<file path="src/rtl/debug_pkg.sv">
// Shared debug-unit definitions: frame header, FSM state codes and frame length.
package debug_pkg;

    localparam logic [7:0] HEADER = 8'hA5;

    localparam logic [1:0] IDLE = 2'd0;
    localparam logic [1:0] SEND = 2'd1;
    localparam logic [1:0] DONE = 2'd2;

    function automatic int unsigned frame_len(input int unsigned nb_reg,
                                              input int unsigned nb_ctrl,
                                              input bit          with_csum);
        return 1 + 4 * (nb_reg / 8) + nb_ctrl / 8 + (with_csum ? 1 : 0);
    endfunction

endpackage

</file>
<file path="src/rtl/dump_byte_mux.sv">
// Combinational byte selector: byte 0 is the most significant byte of i_vec.
module dump_byte_mux #(
    parameter int unsigned NB_BYTE = 8,
    parameter int unsigned N_BYTES = 19,
    parameter int unsigned IDX_W   = 5
) (
    input  logic [NB_BYTE*N_BYTES-1:0] i_vec,
    input  logic [IDX_W-1:0]           i_idx,
    output logic [NB_BYTE-1:0]         o_byte
);

    // Indices past the vector (e.g. a trailing checksum slot) yield zero.
    always_comb begin
        o_byte = '0;
        for (int unsigned i = 0; i < N_BYTES; i++) begin
            if (i_idx == IDX_W'(i)) begin
                o_byte = i_vec[NB_BYTE*(N_BYTES-1-i) +: NB_BYTE];
            end
        end
    end

endmodule

</file>
<file path="src/rtl/id_ex_dump_tx.sv">
// Snapshots the ID/EX latch on request and streams it as a framed byte sequence.
// Optional trailing XOR checksum byte when ID_EX_DUMP_CHECKSUM_EN is defined.
module id_ex_dump_tx #(
    parameter int unsigned          NB_REG  = 32,
    parameter int unsigned          NB_CTRL = 16,
    parameter int unsigned          NB_BYTE = 8,
    parameter logic [NB_BYTE-1:0]   HEADER  = debug_pkg::HEADER
) (
    input  logic               i_clk,
    input  logic               i_reset,
    input  logic               i_dump_req,
    input  logic [NB_REG-1:0]  i_pc_eight,
    input  logic [NB_REG-1:0]  i_rs_data,
    input  logic [NB_REG-1:0]  i_rt_data,
    input  logic [NB_REG-1:0]  i_sign_extension,
    input  logic [NB_CTRL-1:0] i_control_unit,
    output logic [NB_BYTE-1:0] o_tx_data,
    output logic               o_tx_valid,
    input  logic               i_tx_ready,
    output logic               o_busy,
    output logic               o_done
);

    import debug_pkg::*;

`ifdef ID_EX_DUMP_CHECKSUM_EN
    localparam bit CSUM = 1'b1;
`else
    localparam bit CSUM = 1'b0;
`endif

    localparam int unsigned N      = frame_len(NB_REG, NB_CTRL, CSUM);
    localparam int unsigned N_DATA = frame_len(NB_REG, NB_CTRL, 1'b0);
    localparam int unsigned IDX_W  = $clog2(N);
    localparam int unsigned VEC_W  = NB_BYTE + 4 * NB_REG + NB_CTRL;
    localparam logic [IDX_W-1:0] LAST = IDX_W'(N - 1);

    logic [1:0]         r_state;
    logic [IDX_W-1:0]   r_idx;
    logic [NB_REG-1:0]  r_pc;
    logic [NB_REG-1:0]  r_rs;
    logic [NB_REG-1:0]  r_rt;
    logic [NB_REG-1:0]  r_sext;
    logic [NB_CTRL-1:0] r_ctrl;

    logic [VEC_W-1:0]   w_vec;
    logic [NB_BYTE-1:0] w_byte;
    logic               w_fire;
    logic               w_start;

    assign w_vec   = {HEADER, r_pc, r_rs, r_rt, r_sext, r_ctrl};
    assign w_fire  = (r_state == SEND) && i_tx_ready;
    assign w_start = (r_state == IDLE) && i_dump_req;

    dump_byte_mux #(
        .NB_BYTE (NB_BYTE),
        .N_BYTES (N_DATA),
        .IDX_W   (IDX_W)
    ) u_mux (
        .i_vec  (w_vec),
        .i_idx  (r_idx),
        .o_byte (w_byte)
    );

    always_ff @(posedge i_clk) begin
        if (!i_reset) begin
            r_state <= IDLE;
            r_idx   <= '0;
            r_pc    <= '0;
            r_rs    <= '0;
            r_rt    <= '0;
            r_sext  <= '0;
            r_ctrl  <= '0;
        end else begin
            case (r_state)
                IDLE: begin
                    if (i_dump_req) begin
                        r_pc    <= i_pc_eight;
                        r_rs    <= i_rs_data;
                        r_rt    <= i_rt_data;
                        r_sext  <= i_sign_extension;
                        r_ctrl  <= i_control_unit;
                        r_idx   <= '0;
                        r_state <= SEND;
                    end
                end
                SEND: begin
                    if (w_fire) begin
                        if (r_idx == LAST) begin
                            r_state <= DONE;
                        end else begin
                            r_idx <= r_idx + IDX_W'(1);
                        end
                    end
                end
                DONE:    r_state <= IDLE;
                default: r_state <= IDLE;
            endcase
        end
    end

`ifdef ID_EX_DUMP_CHECKSUM_EN
    logic [NB_BYTE-1:0] r_csum;

    // Accumulates every accepted byte except the checksum slot itself.
    always_ff @(posedge i_clk) begin
        if (!i_reset || w_start) begin
            r_csum <= '0;
        end else if (w_fire && (r_idx != LAST)) begin
            r_csum <= r_csum ^ w_byte;
        end
    end
`endif

    always_comb begin
        o_tx_data = '0;
        if (r_state == SEND) begin
            o_tx_data = w_byte;
`ifdef ID_EX_DUMP_CHECKSUM_EN
            if (r_idx == LAST) begin
                o_tx_data = r_csum;
            end
`endif
        end
    end

    assign o_tx_valid = (r_state == SEND);
    assign o_busy     = (r_state != IDLE);
    assign o_done     = (r_state == DONE);

endmodule

</file>
<file path="config.mk">
export PLATFORM = sky130hd
export DESIGN_NAME = id_ex_dump_tx
export DESIGN_NICKNAME = d
export VERILOG_FILES = /design/src/rtl/debug_pkg.sv /design/src/rtl/dump_byte_mux.sv /design/src/rtl/id_ex_dump_tx.sv
export SDC_FILE = /design/constraint.sdc
export NUM_CORES = 1
export LEC_CHECK = 0
export ABC_AREA = 1
export CAP_MARGIN = 20
export CORE_AREA = 10 10 163 165
export DETAILED_ROUTE_END_ITERATION = 6
export DIE_AREA = 0 0 173 175
export PLACE_DENSITY_LB_ADDON = 0.15
export SLEW_MARGIN = 20
export SYNTH_ARGS = -nofsm -noshare
export SYNTH_HDL_FRONTEND = slang
export SYNTH_HIERARCHICAL = 1
export SYNTH_SLANG_ARGS = --single-unit
</file>
<file path="constraint.sdc">
create_clock -name i_clk -period 4.2 [get_ports i_clk]
set_input_delay 1.26 -clock i_clk [delete_from_list [all_inputs] [get_ports i_clk]]
set_output_delay 1.26 -clock i_clk [all_outputs]
set_load 0.1 [all_outputs]
</file>
==> results.tsv <==
metric	value	unit
Syn Inst Count	1044	
Layout Nets	1342	
top cells by area, synth	dfxtp_1, nor2_1, o21ai_0	
Seq/Total Area, Yosys	43.8	%
final wirelength	23.1	mm
final setup fails	0	
Root Buffer	clkbuf_16	
largest net degree at the start of global routing	67	
core area	23300	sq um
Die ar.	30300	sq um
Final Power	4000	uW
worst vdd ir	0.233	mV
cell taking the most area after synthesis	dfxtp_1	
Vias/cell	4.41	
antenna violations before repair	2	
worst skew pair latency	420	ps
remaining global-route overflow	0	
crit path cell chain	inv_4 > nand2_2 > nor2_2 > nand2_1 > nand2_1 > nor2_1 > nand4_1 > nand2_1 > nand3_1 > nand2_1 > nand3_1 > nand2_1 > nand4_1 > nor2_1 > nand3_1 > inv_1 > nor2_1 > buf_12	
hpwl dp	17.7	mm
Req. time, crit path	2940	ps
setup TNS	0	ps
Rows	56	
Max-Cap Viols	0	
# IOs	159	
Rel. slew slack	60.5	%
clock buffer depth	2	
Fin Clk Skew	5.20	ps
CP most frequent cell	nand2_1	
number of fill cells	2547	
Final WS setup	172	ps
most common cell in the netlist	nor2_1	
DR vias	6722	
post-synth top area share	43.8	%
Die H	175	um
Post-synth top cells	nor2_1, nand2_1, dfxtp_1	
dpl ws	247	ps
final core utilization	41.0	%
first-pass GRT wire length	36.5	mm
GP Congestion	0.839	
CTS tree	done	
DRC errors left	0	
overall die width	173	um
Post-synth ARST share	0	%
Yosys warnings	6	
layout cell share with drive strength beyond 1	8.06	%
fmax	248	MHz
P_leak	0.00388	uW
EDFF count, synth	0	
Power Density	420	nW/um^2
worst hold path class	reg2reg	
CP Launch Type	flip-flop	
count of cell types in the netlist	25	
flip-flop and latch count after synthesis	151	
critical path data arrival time	2770	ps
Period Utilization, post-route	95.9	%
DRT Pass-1 Iters	5	
slowest CP cell	dfxtp_4	
final hold violations	0	
vias in the first global route	6913	
GRT Resource Usage Total	15.1	%
worst-path fanout max	16	
Max Slew Vio Count	0	
WS Path Type	reg2out	
Clock Sinks	151	
crit path time final	4030	ps
synthesized area per cell	6.60	sq um
P&R area growth vs syn	38.3	%
initial detailed-routing violation count	348	
CTS H-tree depth	4	
Avg WL per Cell	15.1	um
run status	complete, no violations	
Cell Area, Synth	6900	sq um
CTS buffer count	17	
Clk pin slew, worst setup/hold paths	60	ps
Initial Utilization	29.6	%
Port Buffers	158	
Synth Flop Type	dfxtp_1	
pin slew with the least headroom to its limit	590	ps
crit end category	output pin	
ANT nets after route	0	
Slowest Stage Delay on Critical Path	390	ps
## cells in the final DEF (no fill, tap or decap), types with 6 or more instances in the layout
master           instances
nor2_4                   6
o21ai_0                138
buf_12                  12
nor2_1                 357
nand3_1                 29
a21oi_1                  7
inv_1                   68
o21ai_1                  9
dfxtp_1                146
clkbuf_16               17
nand4_1                 38
conb_1                   8
inv_2                    7
nand2_1                150
clkdlybuf4s50_1        146
nor2_2                   9
buf_4                   15
or2_2                    6
## stage by stage
step	cells	hold WS (ps)	instance area [sq um]
2_1_floorplan	1050	446	6920
3_3_place_gp	1490	454	8850
3_5_place_dp	1490	468	8850
4_1_cts	1523	482	9480
5_1_grt	1523	505	9530
6_report	1525	479	9530
## layer usage
metal | vias to the layer above | global-route usage [%] | wire length (um)
met5 | - | 0 | 0
met1 | 2979 | 18.5 | 10700
met2 | 137 | 24.9 | 10800
met4 | 0 | 3.95 | 275
li1 | 3590 | - | -
met3 | 16 | 4.89 | 1370
## critical path, delay by kind of cell (launching register included)
family	cells	cell delay [ps]
and+or+nand+nor	15	1540
DFF	1	390
buffers and inverters	3	400
## logic make-up (layout without fill, tap and decap cells)
kind of cell / Yosys count / in the layout / share of synthesized area, %
AND/OR/NAND/NOR: 608 / 608 / 36.3
adder cells (fa/ha/maj): 2 / 2 / 0.363
AO/OA/AOI/OAI: 154 / 154 / 11.2
flip-flops: 151 / 151 / 43.8
buffers and inverters: 127 / 281 / 8.22
other: 2 / 10 / 0.109
## worst paths after layout
path,depth (start not counted),slack [ps],from,to
setup reg to reg,6,2310,r_state[1]$_SDFFE_PN0P_,r_ctrl[7]$_SDFFE_PN0P_
hold / removal,2,480,r_rt[3]$_SDFFE_PN0P_,r_rt[3]$_SDFFE_PN0P_
setup / recovery,18,170,r_idx[4]$_SDFFE_PN0P_,o_tx_data[2]
hold reg to reg,2,480,r_rt[3]$_SDFFE_PN0P_,r_rt[3]$_SDFFE_PN0P_
## state kept, by name, summed over array words and instances (netlist names)
| name | count |
|---|---|
| r_ctrl | 16 |
| r_idx | 5 |
| r_pc | 32 |
| r_rs | 32 |
| r_rt | 32 |
| r_sext | 32 |
| r_state | 2 |
## power breakdown
group | switching, uW | leakage [uW] | internal [uW]
Clock | 612 | 0.000289 | 991
Sequential | 83.5 | 0.00125 | 1560
Combinational | 442 | 0.00233 | 314
## timing repair
action	CTS	global route
endpoints found under the setup margin	3	8
pin swaps	1	0
hold buffers	0	0
resized for setup	5	17
gates cloned	0	0
setup buffers	2	0
## cell type report
type                    count  area (sq um)  share of cell area, %
inverters                  77           294                   3.08
flip-flops and latches    151          3040                   31.9
multi-input cells         772          3370                   35.3
clock buffers              19           433                   4.54
diodes                      2          5.00                 0.0525
clock inverters            12           179                   1.88
repair buffers            173          1810                   19.0
well taps                 319           399                   4.19
Note: power is estimated with default switching activity, not from simulation.
